File: config.mk
export PLATFORM = sky130hd
export DESIGN_NAME = game_sound_player
export DESIGN_NICKNAME = d
export VERILOG_FILES = /design/src/rtl/game_sound_player.sv
export SDC_FILE = /design/constraint.sdc
export NUM_CORES = 1
export LEC_CHECK = 0
export ABC_CLOCK_PERIOD_IN_PS = 2260
export CAP_MARGIN = 25
export CORE_UTILIZATION = 54
export DETAILED_ROUTE_END_ITERATION = 8
export PLACE_DENSITY = 0.84
export SETUP_SLACK_MARGIN = 0.3
export SLEW_MARGIN = 10
export SYNTH_ARGS = -nofsm -noshare
export SYNTH_HDL_FRONTEND = slang
export SYNTH_SLANG_ARGS = --single-unit
File: constraint.sdc
create_clock -name clk -period 2.26 [get_ports clk]
set_input_delay 0.226 -clock clk [delete_from_list [all_inputs] [get_ports clk]]
set_output_delay 0.226 -clock clk [all_outputs]
set_load 0.05 [all_outputs]
File: src/rtl/game_sound_player.sv
// game_sound_player: edge-triggered 4-note square-wave melody sequencer
// (win / lose jingles) between the game FSM and the audio pin.
module game_sound_player #(
  parameter int unsigned NOTE_TICKS = 12_500_000,
  parameter int unsigned GAP_TICKS  = 2_500_000,
  parameter int unsigned TONE_SHIFT = 0
) (
  input  logic       clk,
  input  logic       reset,
  input  logic       enable_sound,
  input  logic [9:0] sound_freq,
  output logic       audio_out,
  output logic       busy,
  output logic       done,
  output logic [1:0] note_idx
);

  localparam int unsigned DIV_W = 16;
  localparam int unsigned CNT_W = 32;

  // Half-period table in clocks at 50 MHz, scaled by TONE_SHIFT and clamped to 1
  localparam int unsigned RAW_C5 = 32'd47778 >> TONE_SHIFT;
  localparam int unsigned RAW_E5 = 32'd37922 >> TONE_SHIFT;
  localparam int unsigned RAW_G5 = 32'd31888 >> TONE_SHIFT;
  localparam int unsigned RAW_C6 = 32'd23889 >> TONE_SHIFT;
  localparam logic [DIV_W-1:0] HP_C5 = (RAW_C5 == 0) ? DIV_W'(1) : DIV_W'(RAW_C5);
  localparam logic [DIV_W-1:0] HP_E5 = (RAW_E5 == 0) ? DIV_W'(1) : DIV_W'(RAW_E5);
  localparam logic [DIV_W-1:0] HP_G5 = (RAW_G5 == 0) ? DIV_W'(1) : DIV_W'(RAW_G5);
  localparam logic [DIV_W-1:0] HP_C6 = (RAW_C6 == 0) ? DIV_W'(1) : DIV_W'(RAW_C6);

  localparam logic [CNT_W-1:0] NOTE_LAST = CNT_W'(NOTE_TICKS - 1);
  localparam logic [CNT_W-1:0] GAP_LAST  = CNT_W'(GAP_TICKS - 1);

  typedef enum logic [1:0] {
    S_IDLE = 2'd0,
    S_TONE = 2'd1,
    S_GAP  = 2'd2
  } state_t;

  state_t           r_state;
  logic             r_en_d;
  logic             r_melody;   // 1 = win, 0 = lose
  logic [1:0]       r_note_idx;
  logic [DIV_W-1:0] r_div;
  logic [CNT_W-1:0] r_dur;
  logic             r_audio;
  logic             r_busy;
  logic             r_done;

  logic             w_start;
  logic [1:0]       w_tone_sel;
  logic [DIV_W-1:0] w_hp;

  // Valid rising edge of the play request
  assign w_start = enable_sound & ~r_en_d & (sound_freq < 10'd2);

  // Lose jingle is the win jingle played backwards
  assign w_tone_sel = r_melody ? r_note_idx : ~r_note_idx;

  // Half-period of the current note (ascending C5 E5 G5 C6)
  always_comb begin
    w_hp = HP_C5;
    case (w_tone_sel)
      2'd0:    w_hp = HP_C5;
      2'd1:    w_hp = HP_E5;
      2'd2:    w_hp = HP_G5;
      default: w_hp = HP_C6;
    endcase
  end

  // Sequencer: trigger/retrigger, tone divider, note and gap timing
  always_ff @(posedge clk) begin
    if (reset) begin
      r_state    <= S_IDLE;
      r_en_d     <= 1'b0;
      r_melody   <= 1'b0;
      r_note_idx <= 2'd0;
      r_div      <= '0;
      r_dur      <= '0;
      r_audio    <= 1'b0;
      r_busy     <= 1'b0;
      r_done     <= 1'b0;
    end else begin
      r_en_d <= enable_sound;
      r_done <= 1'b0;
      if (w_start) begin
        r_state    <= S_TONE;
        r_melody   <= sound_freq[0];
        r_note_idx <= 2'd0;
        r_div      <= '0;
        r_dur      <= '0;
        r_audio    <= 1'b0;
        r_busy     <= 1'b1;
      end else begin
        case (r_state)
          S_IDLE: begin
            r_audio <= 1'b0;
            r_busy  <= 1'b0;
          end
          S_TONE: begin
            if (r_dur == NOTE_LAST) begin
              r_state <= S_GAP;
              r_dur   <= '0;
              r_div   <= '0;
              r_audio <= 1'b0;
            end else begin
              r_dur <= r_dur + CNT_W'(1);
              if (r_div == w_hp - DIV_W'(1)) begin
                r_div   <= '0;
                r_audio <= ~r_audio;
              end else begin
                r_div <= r_div + DIV_W'(1);
              end
            end
          end
          S_GAP: begin
            if (r_dur == GAP_LAST) begin
              r_dur <= '0;
              r_div <= '0;
              if (r_note_idx == 2'd3) begin
                r_state    <= S_IDLE;
                r_note_idx <= 2'd0;
                r_busy     <= 1'b0;
                r_done     <= 1'b1;
              end else begin
                r_state    <= S_TONE;
                r_note_idx <= r_note_idx + 2'd1;
              end
            end else begin
              r_dur <= r_dur + CNT_W'(1);
            end
          end
          default: begin
            r_state <= S_IDLE;
            r_audio <= 1'b0;
            r_busy  <= 1'b0;
          end
        endcase
      end
    end
  end

  assign audio_out = r_audio;
  assign busy      = r_busy;
  assign done      = r_done;
  assign note_idx  = r_note_idx;

endmodule

==> results_dict.tcl <==
set metrics [dict create \
    grt_usage_pct 30.03 \
    ios 18 \
    combPwrFrac_pct 4.5 \
    synth_edf_count 0 \
    p_sw_share_pct 23.82 \
    async_flop_share_pct 0 \
    use_met3_pct 7.326 \
    synthCells 370 \
    row_count 27 \
    die-height_um 78.52 \
    die_w_um 78.52 \
    design_area_um2 4598 \
    status "finished, violations left" \
    grt.overflow.total 0 \
    dr.pass1.iters 7 \
    cp-start-kind "flop" \
    grt_max_degree 32 \
    synthAdderAreaFrac_pct 2.374 \
    critPathArrivalTime_ps 2620 \
    crit_chain "or3_4 > a21o_1 > a2111oi_4 > nor4b_4 > buf_4 > buf_4 > mux2i_1 > nand2_1" \
    ys_seq_elements 57 \
    die_area_um2 6165 \
    drv_cap 0 \
    p_int_w 0.001663 \
    cp.depth 8 \
    clk_pin_slew_worst_paths_ps 70 \
    finalSetupViolCount 6 \
    reg2reg_depth 8 \
    p_leak_nw 1.588 \
    area_delta_synth_final_pct 45.43 \
    skew_ps 20.92 \
    clk_path_buf_depth 2 \
    cpPeakStageDelay_ps 380 \
    vias 3578 \
    crit_family "simple AND/OR/NAND/NOR gates" \
    ant_nets 0 \
    critPathMostFrequentCell "buf_4" \
    cts_sinks 57 \
    via_per_inst 7.016 \
    clockRootBuffer "clkbuf_8" \
    timing.final.hold_violations 0 \
    detail_route.drc_violations 0 \
    port_buffers 17 \
    drive_gt1_share_pct 38.13 \
    cp-end-kind "flop" \
    nFillCells 266 \
    core_um2 5574 \
    use_met2_pct 50.17 \
    min_path_cells 2 \
    fin_setup_tns_ps -348.4 \
    violations "setup timing" \
    cp_slowest_cell "dfxtp_4" \
    insertedDiodeCount 0 \
    placed_area_um2 3557 \
    critPathBufInv 2 \
    ys.warnings.count 0 \
    syn_area_um2 3162 \
    synth_xor_area_share_pct 9.695 \
    cts-htree-levels 3 \
    p_seq_share_pct 45.7 \
    syn_area_per_cell_um2 8.545 \
    power_frac_clock_pct 49.9 \
    initialDrtViolationCount 590 \
    insertion_delay_ps 370 \
    synthFlopType "dfxtp_1" \
    path_max_fanout 6 \
    drv_slew 0 \
    hpwl_mm 4.915 \
    synth_compound_area_share_pct 12.23 \
    cts_buffers 9 \
    period_share_pct 105.9 \
    worstSetupPathType "flop to flop" \
    synth_cell_type_count 55 \
    synth_simple_gate_area_share_pct 31.74 \
    ir_worst_vdd_mv 0.4337 \
    syn_nets 389 \
    fmax_mhz 417.7 \
    hold_class "primary input to flop" \
    routabilityCongestion 0.8609 \
    yosys-mux-area-fraction_pct 2.533 \
    grt_pass1_wl_mm 14.37 \
    grt_pass1_vias 3045 \
    required_ps 2490 \
    synth_top_family_by_area "simple AND/OR/NAND/NOR gates" \
    setup_ws_ps -134.1 \
    max_slew.worst_pin.slew_ps 645.1 \
    start_util_pct 56.72 \
    min_period_ps 2394 \
    final_nets 452 \
    top_usage_layer "met2" \
    grt_util_met1_pct 33.95 \
    cts_tree "built" \
    antenna_found_initial 1 \
    rsz0062_at_grt "yes" \
    switchingPower_w 0.0005198 \
    wire_per_inst_um 25.38 \
    power_density_nw_per_um2 474.7 \
    drt_wl_total_mm 12.94 \
    ys_seq_area_share_pct 36.09 \
    slew_headroom_pct 56.92 \
]
-- layout make-up --
cell class,count,area [um2],share of cell area [%]
clock inverters,3,65.06,1.415
inverters,10,37.54,0.8163
well taps,72,90.09,1.959
multi-input cells,286,2442,53.12
flip-flops and latches,57,1172,25.50
repair buffers,69,651.9,14.18
clock buffers,13,138.9,3.020
-- metrics by stage --
step	std cells	hold slack, ps	power [W]	utilization (%)	setup WS [ps]
2_1_floorplan	370	295.1	0.001049	-	-104.6
3_3_place_gp	464	476.5	0.001083	63.82	127.6
3_5_place_dp	464	483.4	0.001083	63.82	8.705
4_1_cts	494	475.3	0.002080	72.05	123.7
5_1_grt	510	476.3	0.002238	82.49	-246.8
6_report	510	456.6	0.002183	82.49	-134.1
-- power by group through the flow --
stage	Combinational, W	Sequential, W	Clock, W
final	0.0000973	0.000997	0.00109
after global routing	0.0000990	0.000996	0.00114
after CTS	0.0000605	0.00100	0.00102
after detailed placement	0.0000575	0.00103	0
after global placement	0.0000569	0.00103	0
after floorplan	0.0000236	0.00103	0
-- logic make-up after synthesis --
kind of cell             Yosys count
AND/OR/NAND/NOR                  186
buffers and inverters             28
multiplexers                       8
XOR/XNOR                          35
adder cells (fa/ha/maj)            6
flip-flops                        57
AO/OA/AOI/OAI                     50
-- final timing paths --
kind / startpoint / slack [ps] / to
hold / removal: enable_sound / 460 / r_en_d$_SDFF_PP0_
setup reg to reg: note_idx[0]$_SDFFE_PP0P_ / -130 / audio_out$_SDFFE_PP0P_
setup / recovery: note_idx[0]$_SDFFE_PP0P_ / -130 / audio_out$_SDFFE_PP0P_
hold reg to reg: r_div[15]$_SDFFE_PP0P_ / 550 / r_div[15]$_SDFFE_PP0P_
-- cell usage after synthesis (all sizes together), types with 4 or more instances --
| cell type | n | area share (%) |
|---|---|---|
| a21o | 6 | 1.4 |
| a21oi | 7 | 1.1 |
| a221o | 5 | 1.6 |
| a22o | 5 | 1.4 |
| and2 | 6 | 1.2 |
| and3 | 6 | 1.3 |
| and4 | 4 | 1.1 |
| buf | 9 | 3.0 |
| clkbuf | 9 | 1.1 |
| dfxtp | 57 | 36 |
| ha | 6 | 2.4 |
| inv | 10 | 1.2 |
| mux2i | 8 | 2.5 |
| nand2 | 24 | 2.9 |
| nand2b | 4 | 0.79 |
| nand3 | 28 | 4.4 |
| nand4 | 12 | 2.4 |
| nor2 | 54 | 6.6 |
| nor3 | 14 | 2.4 |
| nor4 | 12 | 2.4 |
| nor4b | 7 | 2.4 |
| o21a | 4 | 0.95 |
| o21ai | 7 | 1.1 |
| xnor2 | 16 | 4.4 |
| xor2 | 19 | 5.3 |
-- repair_timing --
item                                    in CTS  in global routing
setup buffers                               12                 13
hold buffers                                 0                  0
cloned                                       2                  3
endpoints found under the setup margin      38                 56
gates resized for setup                     37                 96
pin swaps                                   14                 43
-- sequential cells by signal, indices dropped and copies added, names as in the netlist --
register and flops:
done 1, r_state 2, note_idx 2, r_div 16, r_melody 1, r_en_d 1, audio_out 1, busy 1
r_dur 32
-- cell usage in the layout, fill, tap and decap left out, types with 6 or more instances in the layout --
cell,instances
xor2_1,14
xnor2_1,13
clkdlybuf4s50_1,16
nand3_2,6
nor4_1,7
and2_1,6
buf_4,40
nor2_4,28
nand3_1,21
dfxtp_4,7
nand2_1,20
inv_1,8
dfxtp_1,46
nand4_1,12
nor3_1,8
nor2_1,25
clkbuf_8,9
buf_6,7
-- worst register-to-register path, stage by stage (launching register included) --
cell and delay [ps]:
dfxtp_4 380, or3_4 340, a21o_1 200, a2111oi_4 350, nor4b_4 270, buf_4 190, buf_4 160, mux2i_1 260
nand2_1 120
-- per-layer routing --
layer	vias up	part of all wire (%)
li1	1460	-
met1	1624	32
met2	336	44
met3	156	13
met4	2	10
met5	-	0.21
(Power assumes the default switching activity.)
